===== src/rtl/cronometru_ctrl_if.sv =====
// cronometru_ctrl_if: buttons, counter values and control/display signals around the stopwatch control
interface cronometru_ctrl_if;
    logic       btn_ss;
    logic       btn_lr;
    logic [5:0] sec_bin;
    logic [5:0] min_bin;
    logic       min_carry;
    logic       pauza;
    logic       clr_cnt;
    logic [5:0] disp_sec;
    logic [5:0] disp_min;
    logic       lap_active;
    logic       ovf;
    logic [1:0] state;
    modport master (
        input  btn_ss, btn_lr, sec_bin, min_bin, min_carry,
        output pauza, clr_cnt, disp_sec, disp_min, lap_active, ovf, state
    );
    modport slave (
        output btn_ss, btn_lr, sec_bin, min_bin, min_carry,
        input  pauza, clr_cnt, disp_sec, disp_min, lap_active, ovf, state
    );
endinterface


===== src/rtl/cronometru_ctrl.sv =====
// cronometru_ctrl: stopwatch FSM turning start/stop and lap/reset buttons into counter and display control
module cronometru_ctrl #(
    parameter int SYNC_STAGES = 2
) (
    input logic               clk_out,
    input logic               reset,
    cronometru_ctrl_if.master bus
);
    typedef enum logic [1:0] {IDLE = 2'b00, RUN = 2'b01, STOP = 2'b10, LAP = 2'b11} state_t;
    state_t st, nxt;
    logic [SYNC_STAGES-1:0] ss_sync, lr_sync, vld;
    logic ss_q, lr_q, car_q, ss_arm, lr_arm;
    logic pauza, clr_cnt, lap_active, ovf;
    logic [5:0] disp_sec, disp_min, lap_sec, lap_min;
    logic ss_top, lr_top, car_e, ss_e, lr_e;
    logic go_run, go_stop, go_lap, go_idle;
    assign ss_top = ss_sync[SYNC_STAGES-1];
    assign lr_top = lr_sync[SYNC_STAGES-1];
    // A button only arms once it has been seen released, so one held through reset gives no event
    always_ff @(posedge clk_out or posedge reset)
        if (reset) begin
            ss_sync <= '0;
            lr_sync <= '0;
            vld     <= '0;
            ss_q    <= 1'b0;
            lr_q    <= 1'b0;
            car_q   <= 1'b0;
            ss_arm  <= 1'b0;
            lr_arm  <= 1'b0;
        end else begin
            ss_sync <= {ss_sync[SYNC_STAGES-2:0], bus.btn_ss};
            lr_sync <= {lr_sync[SYNC_STAGES-2:0], bus.btn_lr};
            vld     <= {vld[SYNC_STAGES-2:0], 1'b1};
            ss_q    <= ss_top;
            lr_q    <= lr_top;
            car_q   <= bus.min_carry;
            ss_arm  <= ss_arm | (vld[SYNC_STAGES-1] & ~ss_top);
            lr_arm  <= lr_arm | (vld[SYNC_STAGES-1] & ~lr_top);
        end
    // Strict priority: a lower event coinciding with a higher one is dropped
    assign car_e = bus.min_carry & ~car_q;
    assign ss_e  = ss_arm & ss_top & ~ss_q & ~car_e;
    assign lr_e  = lr_arm & lr_top & ~lr_q & ~ss_e & ~car_e;
    assign go_stop = (st == RUN || st == LAP) && (car_e || ss_e);
    assign go_run  = (st == IDLE && ss_e) || (st == STOP && ss_e && !ovf) || (st == LAP && lr_e);
    assign go_lap  = st == RUN && lr_e;
    assign go_idle = st == STOP && lr_e;
    assign nxt = go_run ? RUN : go_stop ? STOP : go_lap ? LAP : go_idle ? IDLE : st;
    always_ff @(posedge clk_out or posedge reset)
        if (reset) begin
            st         <= IDLE;
            pauza      <= 1'b1;
            clr_cnt    <= 1'b0;
            lap_active <= 1'b0;
            ovf        <= 1'b0;
            lap_sec    <= '0;
            lap_min    <= '0;
            disp_sec   <= '0;
            disp_min   <= '0;
        end else begin
            st         <= nxt;
            pauza      <= nxt == IDLE || nxt == STOP;
            lap_active <= nxt == LAP;
            clr_cnt    <= go_idle;
            ovf        <= go_idle ? 1'b0 : ovf | (go_stop & car_e);
            lap_sec    <= go_lap ? bus.sec_bin : lap_sec;
            lap_min    <= go_lap ? bus.min_bin : lap_min;
            disp_sec   <= ovf ? 6'd59 : (st == LAP) ? lap_sec : bus.sec_bin;
            disp_min   <= ovf ? 6'd59 : (st == LAP) ? lap_min : bus.min_bin;
        end
    assign bus.state      = st;
    assign bus.pauza      = pauza;
    assign bus.clr_cnt    = clr_cnt;
    assign bus.lap_active = lap_active;
    assign bus.ovf        = ovf;
    assign bus.disp_sec   = disp_sec;
    assign bus.disp_min   = disp_min;
endmodule


===== src/flat_wrapper.sv =====
// flat-port wrapper written by rule: the top's interface ports become plain ports
module cronometru_ctrl_flat 
#(
    parameter int SYNC_STAGES = 2
)
  (clk_out, reset, bus_btn_ss, bus_btn_lr, bus_sec_bin, bus_min_bin, bus_min_carry, bus_pauza, bus_clr_cnt, bus_disp_sec, bus_disp_min, bus_lap_active, bus_ovf, bus_state);
  cronometru_ctrl_if bus_i ();
  input logic clk_out;
  input logic reset;
  input wire logic [$bits(bus_i.btn_ss)-1:0] bus_btn_ss;
  input wire logic [$bits(bus_i.btn_lr)-1:0] bus_btn_lr;
  input wire logic [$bits(bus_i.sec_bin)-1:0] bus_sec_bin;
  input wire logic [$bits(bus_i.min_bin)-1:0] bus_min_bin;
  input wire logic [$bits(bus_i.min_carry)-1:0] bus_min_carry;
  output wire logic [$bits(bus_i.pauza)-1:0] bus_pauza;
  output wire logic [$bits(bus_i.clr_cnt)-1:0] bus_clr_cnt;
  output wire logic [$bits(bus_i.disp_sec)-1:0] bus_disp_sec;
  output wire logic [$bits(bus_i.disp_min)-1:0] bus_disp_min;
  output wire logic [$bits(bus_i.lap_active)-1:0] bus_lap_active;
  output wire logic [$bits(bus_i.ovf)-1:0] bus_ovf;
  output wire logic [$bits(bus_i.state)-1:0] bus_state;
  assign bus_i.btn_ss = bus_btn_ss;
  assign bus_i.btn_lr = bus_btn_lr;
  assign bus_i.sec_bin = bus_sec_bin;
  assign bus_i.min_bin = bus_min_bin;
  assign bus_i.min_carry = bus_min_carry;
  assign bus_pauza = bus_i.pauza;
  assign bus_clr_cnt = bus_i.clr_cnt;
  assign bus_disp_sec = bus_i.disp_sec;
  assign bus_disp_min = bus_i.disp_min;
  assign bus_lap_active = bus_i.lap_active;
  assign bus_ovf = bus_i.ovf;
  assign bus_state = bus_i.state;
  cronometru_ctrl #(.SYNC_STAGES(SYNC_STAGES)) u_core (.clk_out(clk_out), .reset(reset), .bus(bus_i));
endmodule

===== config.mk =====
export PLATFORM = sky130hd
export DESIGN_NAME = cronometru_ctrl_flat
export DESIGN_NICKNAME = d
export VERILOG_FILES = /design/src/rtl/cronometru_ctrl_if.sv /design/src/rtl/cronometru_ctrl.sv /design/src/flat_wrapper.sv
export SDC_FILE = /design/constraint.sdc
export NUM_CORES = 1
export LEC_CHECK = 0
export ABC_AREA = 1
export CAP_MARGIN = 15
export CORE_MARGIN = 4
export CORE_UTILIZATION = 43
export CTS_BUF_LIST = sky130_fd_sc_hd__clkbuf_4 sky130_fd_sc_hd__clkbuf_8
export DETAILED_ROUTE_END_ITERATION = 7
export GPL_TIMING_DRIVEN = 0
export PLACE_DENSITY = 0.73
export SYNTH_ARGS = -nofsm -noshare
export SYNTH_HDL_FRONTEND = slang
export SYNTH_SLANG_ARGS = --single-unit

===== constraint.sdc =====
create_clock -name clk_out -period 1.2 [get_ports clk_out]
set_input_delay 0.12 -clock clk_out [delete_from_list [all_inputs] [get_ports clk_out]]
set_output_delay 0.12 -clock clk_out [all_outputs]
set_load 0.02 [all_outputs]

==> impl_metrics.tcl, run 1 <==
set metrics [dict create \
    p_per_area_nw_per_um2 1920 \
    grt_setup_unrepaired "true" \
    hpwl_um 2160 \
    final_area_um2 2240 \
    cp_cell_sequence "nand3_4 -> nand2_4 -> nor2_4 -> nand3_4 -> clkbuf_16 -> nand2_1 -> o21ai_2" \
    cts_max_level 2 \
    cp-end-kind "register" \
    synth_top_area_frac 0.613 \
    hold_start "bus_btn_ss" \
    met2_wirelength_um 1660 \
    crit_buf_inv 1 \
    antenna_cells 0 \
    io_buffer_count 34 \
    layout_common_cells "39 x dfrtp_1, 23 x nand2_1, 20 x inv_1" \
    worstPathRequired_ns 1.39 \
    syn_inst 148 \
    worstReg2RegStart "u_core.ss_sync[1]" \
    dr_wl_met3_um 214 \
    ys.warnings.count 0 \
    ys_seq_elements 41 \
    rows 22 \
    cp_max_fo 6 \
    cp_common_cell "nand3_4" \
    maxSlewViolCount 0 \
    ys_seq_area_frac 0.629 \
    crit_type "reg -> reg" \
    whs_ns 0.259 \
    numCtsBuffers 5 \
    vdd_drop_max_v 0.00106 \
    syn_nets 165 \
    cts_tree "built" \
    vias 1188 \
    routed_wl_um 3300 \
    period_share 1.03 \
    initial_utilization 0.446 \
    hp-class "in -> reg" \
    die_w_um 69.6 \
    clockRootBuffer "clkbuf_8" \
    final_cells 248 \
    place_area_um2 2040 \
    grt_max_degree 42 \
    final_common_cell "dfrtp_1" \
    drv_cap 0 \
    dpl.cell_count 230 \
    grt_pass1_vias 1271 \
    reg2reg_setup_slack_ns -0.03 \
    finalCriticalPeriod_ns 1.23 \
    clock_sinks 41 \
    power_leakage_nw 1.05 \
    via_per_inst 4.79 \
    fill_cells 301 \
    overflow 0 \
    drcViolationCount 0 \
    cts.path.max_buffers 2 \
    antenna_found_initial 0 \
    failed_checks "setup timing" \
    die_h_um 69.6 \
    gp_congestion 0.878 \
    cp_top_family "simple AND/OR/NAND/NOR gates" \
    place_ws_ns -0.270 \
    synth_area_leader_cell "dfrtp_1" \
    worst_slack_ns -0.0322 \
    core_region_area_um2 3660 \
    highest-signal-layer "met4" \
    reg2reg_depth 7 \
    synth_area_leaders "dfrtp_1 61%, nand2_1 6.7%, o21ai_2 6.4%, inv_1 5.3%, o211ai_1 4.6%" \
    fin_util 0.612 \
    track_usage 0.145 \
    hold_violations 0 \
    min_path_cells 1 \
    grt_pass1_wl_um 5520 \
    netlist_area_um2 1630 \
    fmax_mhz 812 \
    routedWlPerCell_um 13.3 \
    syn2layout_area_growth_pct 37.1 \
    tightestPinTransition_ns 0.803 \
    worst_path_largest_cell_delay_ns 0.41 \
    syn_area_per_cell_um2 11.0 \
    crit_path_start_kind "register" \
    fin_skew_ns 0.00343 \
    ant_nets 0 \
    arrival_ns 1.42 \
    wl_met1_um 1360 \
    status "finished with violations" \
    reg2reg_to "u_core.lap_sec[2]" \
    first_pass_iters 4 \
    nNetsFinal 217 \
    dieArea_um2 4850 \
    clk_pin_slew_ns 0.07 \
    min_to "u_core.ss_sync[0]" \
    io_pins 35 \
    drt_iter0_drc 47 \
    ys_types 23 \
    slew_headroom 0.464 \
    slowest_stage "dfrtp_1" \
    finalSetupViolCount 12 \
    drive_gt1_frac 0.285 \
    clk-insertion-delay-late_ns 0.29 \
]
## worst register-to-register path: cells and delay by family (launching register included)
family          cells  cell delay [ns]
buf+inv             1             0.19
simple gates        5             0.49
compound gates      1             0.05
flops               1             0.41
## what timing repair did
item,CTS,global route
hold buffers,0,0
hold endpoints to repair,0,0
pin swaps,1,5
resized for setup,24,18
setup endpoints to repair,38,29
buffers inserted,4,6
gates cloned,0,1
## sequential cells by signal (all words and copies together), names as in the netlist, 2 cells and up
name	flops
u_core.bus.disp_min	6
u_core.bus.disp_sec	6
u_core.lap_min	6
u_core.lap_sec	6
u_core.bus.state	2
u_core.lr_sync	2
u_core.ss_sync	2
u_core.vld	2
## worst max path at each step
stage	from	depth (start not counted)	endpoint	slack [ns]
3_3_place_gp	reset	2	u_core.bus.state[0]	-0.74
2_1_floorplan	reset	1	u_core.bus.state[0]	0.05
4_1_cts	u_core.ss_sync[1]	7	u_core.lap_sec[3]	0.006
3_5_place_dp	bus_min_carry	8	u_core.lap_sec[0]	-0.27
5_1_grt	u_core.ss_sync[1]	7	u_core.lap_min[2]	-0.09
6_report	u_core.ss_sync[1]	7	u_core.lap_sec[2]	-0.03
## cells in the mapped netlist
cell type / count
a21oi_1: 3
buf_2: 1
buf_4: 1
buf_6: 2
clkbuf_1: 1
conb_1: 1
dfrtp_1: 40
dfstp_2: 1
inv_1: 23
inv_2: 1
nand2_1: 29
nand2_4: 2
nand3_1: 4
nand3_2: 1
nand3_4: 2
nand4_1: 1
nor2_1: 5
nor2_4: 2
nor3_1: 1
o211ai_1: 10
o21ai_0: 3
o21ai_2: 12
o21bai_1: 2
## power by group
group	switching, mW	leakage [nW]	internal [mW]
combinational	0.817	0.525	0.587
clock	0.453	0.0477	0.479
sequential	0.222	0.475	1.75
## per-layer routing
metal / global-route usage / vias to the layer above
li1: - / 570
met1: 0.161 / 573
met2: 0.236 / 37
met3: 0.0696 / 8
met4: 0.0660 / 0
met5: 0 / -
## area by class of cell
cell class | count | area [um2] | share of cell area
clock buffer | 7 | 90.1 | 0.0402
tap | 48 | 60.1 | 0.0268
inverter | 24 | 90.1 | 0.0402
multi-input combinational | 78 | 513 | 0.229
sequential | 41 | 1030 | 0.459
buffer | 5 | 46.3 | 0.0207
timing repair buffer | 45 | 413 | 0.184
## logic make-up after synthesis
group,Yosys count,share of synthesized area
other,1,0.00229
and+or+nand+nor,47,0.152
DFF,41,0.629
AOI/OAI and AO/OA,30,0.138
buffers and inverters,29,0.0789
## metrics by stage
step                power (mW)  TNS, ns
floorplan                 2.79        0
global placement          3.34   -27.97
detailed placement        3.39    -4.12
CTS                       4.20        0
global route              4.59   -0.999
finish                    4.31   -0.207
(Power assumes the default switching activity.)
==> inputs of run 2 (changes only) <==
- ABC_CLOCK_PERIOD_IN_PS: not set -> 1200
- CTS_BUF_LIST: sky130_fd_sc_hd__clkbuf_4 sky130_fd_sc_hd__clkbuf_8 -> sky130_fd_sc_hd__clkbuf_8
==> run 2 against run 1 <==
Compared with the run above:
- first-iteration DRC count did not move
- power fell by 0.54%
- clock power fell by 3.5%
- sequential share of layout area barely moved
- highest routed layer unchanged
- wire length barely moved
- the flow still finishes with violations (setup timing)
- critical path depth did not move
- setup slack improved by 0.0015 ns
- non-clock buffer count did not move
- register-to-register slack barely moved
- clock skew barely moved
- largest power group unchanged
- worst hold slack barely moved
==> impl_metrics.tcl, run 2 (same netlist as run 1, synthesis figures left out) <==
set metrics [dict create \
    fin_util 0.612 \
    antenna_cells 0 \
    drt_iter0_drc 47 \
    drive_gt1_frac 0.280 \
    reg2reg_depth 7 \
    fin_skew_ns 0.00335 \
    finalSetupViolCount 12 \
    period_share 1.03 \
    clk-insertion-delay-late_ns 0.29 \
    clk_pin_slew_ns 0.07 \
    arrival_ns 1.42 \
    failed_checks "setup timing" \
    slowest_stage "dfrtp_1" \
    cp_cell_sequence "nand3_4 -> nand2_4 -> nor2_4 -> nand3_4 -> clkbuf_16 -> nand2_1 -> o21ai_2" \
    slew_headroom 0.464 \
    antenna_found_initial 0 \
    grt_max_degree 42 \
    core_region_area_um2 3660 \
    die_h_um 69.6 \
    final_common_cell "dfrtp_1" \
    gp_congestion 0.878 \
    finalCriticalPeriod_ns 1.23 \
    hold_violations 0 \
    worst_path_largest_cell_delay_ns 0.41 \
    hold_start "bus_btn_ss" \
    whs_ns 0.258 \
    final_area_um2 2240 \
    routedWlPerCell_um 13.3 \
    p_per_area_nw_per_um2 1910 \
    routed_wl_um 3300 \
    cp_max_fo 6 \
    vias 1188 \
    power_leakage_nw 1.05 \
    clock_sinks 41 \
    io_pins 35 \
    dieArea_um2 4850 \
    initial_utilization 0.446 \
    min_path_cells 1 \
    grt_pass1_wl_um 5520 \
    grt_pass1_vias 1271 \
    cts_hold_buf 0 \
    fmax_mhz 813 \
    rows 22 \
    p_int_mw 2.79 \
    min_to "u_core.ss_sync[0]" \
    cts.path.max_buffers 2 \
    track_usage 0.145 \
    worstReg2RegStart "u_core.ss_sync[1]" \
    pwr-share-comb 0.328 \
    syn2layout_area_growth_pct 37.2 \
    crit_type "reg -> reg" \
    io_buffer_count 34 \
    worst_slack_ns -0.0306 \
    die_w_um 69.6 \
    tightestPinTransition_ns 0.803 \
    regArea_um2 1030 \
    p_clk_frac 0.210 \
    crit_buf_inv 1 \
    hp-class "in -> reg" \
    place_area_um2 2040 \
    cp_top_family "simple AND/OR/NAND/NOR gates" \
    reg2reg_setup_slack_ns -0.03 \
    cts_max_level 2 \
    dpl.cell_count 230 \
    power_switching_share 0.349 \
    fill_cells 301 \
    worstPathRequired_ns 1.39 \
    drv_cap 0 \
    numCtsBuffers 5 \
    seqPwrFrac 0.462 \
    vdd_drop_max_v 0.00107 \
    nNetsFinal 217 \
    status "finished with violations" \
    cts_tree "built" \
    via_per_inst 4.79 \
    multi_input_area_um2 518 \
    crit_path_start_kind "register" \
    drcViolationCount 0 \
    final_cells 248 \
    clockRootBuffer "clkbuf_8" \
    power_switching_mw 1.50 \
    ant_nets 0 \
    reg2reg_to "u_core.lap_sec[2]" \
    maxSlewViolCount 0 \
    cp-end-kind "register" \
    layout_common_cells "39 x dfrtp_1, 23 x nand2_1, 21 x inv_1" \
    grt_setup_unrepaired "true" \
    cp_common_cell "nand3_4" \
    first_pass_iters 4 \
    overflow 0 \
    hpwl_um 2160 \
    power_mw 4.29 \
]
-- run 2: metal layers --
layer | share of wire | global-route usage | up-vias
li1 | - | - | 570
met1 | 0.41 | 0.161 | 573
met2 | 0.50 | 0.236 | 37
met3 | 0.065 | 0.0696 | 8
met4 | 0.021 | 0.0660 | 0
met5 | 0 | 0 | -
-- run 2: cell type report --
type / count / area share
buffer: 5 / 0.0206
inverter: 24 / 0.0402
clock inverter: 1 / 0.00167
multi-input combinational: 78 / 0.231
timing repair buffer: 45 / 0.184
clock buffer: 6 / 0.0368
sequential: 41 / 0.459
tap: 48 / 0.0268
-- run 2: worst max path at each step --
stage,start,end,slack [ns],depth (start not counted)
after floorplan,reset,u_core.bus.state[0],0.05,1
after global placement,reset,u_core.bus.state[0],-0.74,2
after detailed placement,bus_min_carry,u_core.lap_sec[0],-0.27,8
after CTS,u_core.ss_sync[1],u_core.lap_sec[3],0.006,7
after global routing,u_core.ss_sync[1],u_core.lap_min[2],-0.09,7
final,u_core.ss_sync[1],u_core.lap_sec[2],-0.03,7
-- run 2: stage by stage --
stage	setup TNS [ns]	setup slack (ns)
final	-0.194	-0.0306
after global routing	-0.998	-0.0880
after CTS	0	0.00594
after detailed placement	-4.12	-0.270
after global placement	-27.97	-0.740
after floorplan	0	0.0487
-- run 2: what timing repair did --
item / CTS / global route
pin swaps: 1 / 5
endpoints found under the setup margin: 38 / 29
resized for setup: 24 / 19
buffers inserted: 4 / 6
gates cloned: 0 / 1
-- run 2: worst register-to-register path: stages (launching register included) --
cell       delay (ns)
dfrtp_1          0.41
nand3_4          0.11
nand2_4          0.06
nor2_4           0.13
nand3_4          0.13
clkbuf_16        0.18
nand2_1          0.06
o21ai_2          0.05
-- run 2: power by group through the flow --
stage | Clock [mW] | Combinational (mW) | Sequential [mW]
2_1_floorplan | 0 | 0.605 | 2.18
3_3_place_gp | 0 | 1.39 | 1.95
3_5_place_dp | 0 | 1.43 | 1.97
4_1_cts | 0.917 | 1.32 | 1.94
5_1_grt | 0.991 | 1.55 | 2.03
6_report | 0.899 | 1.41 | 1.98
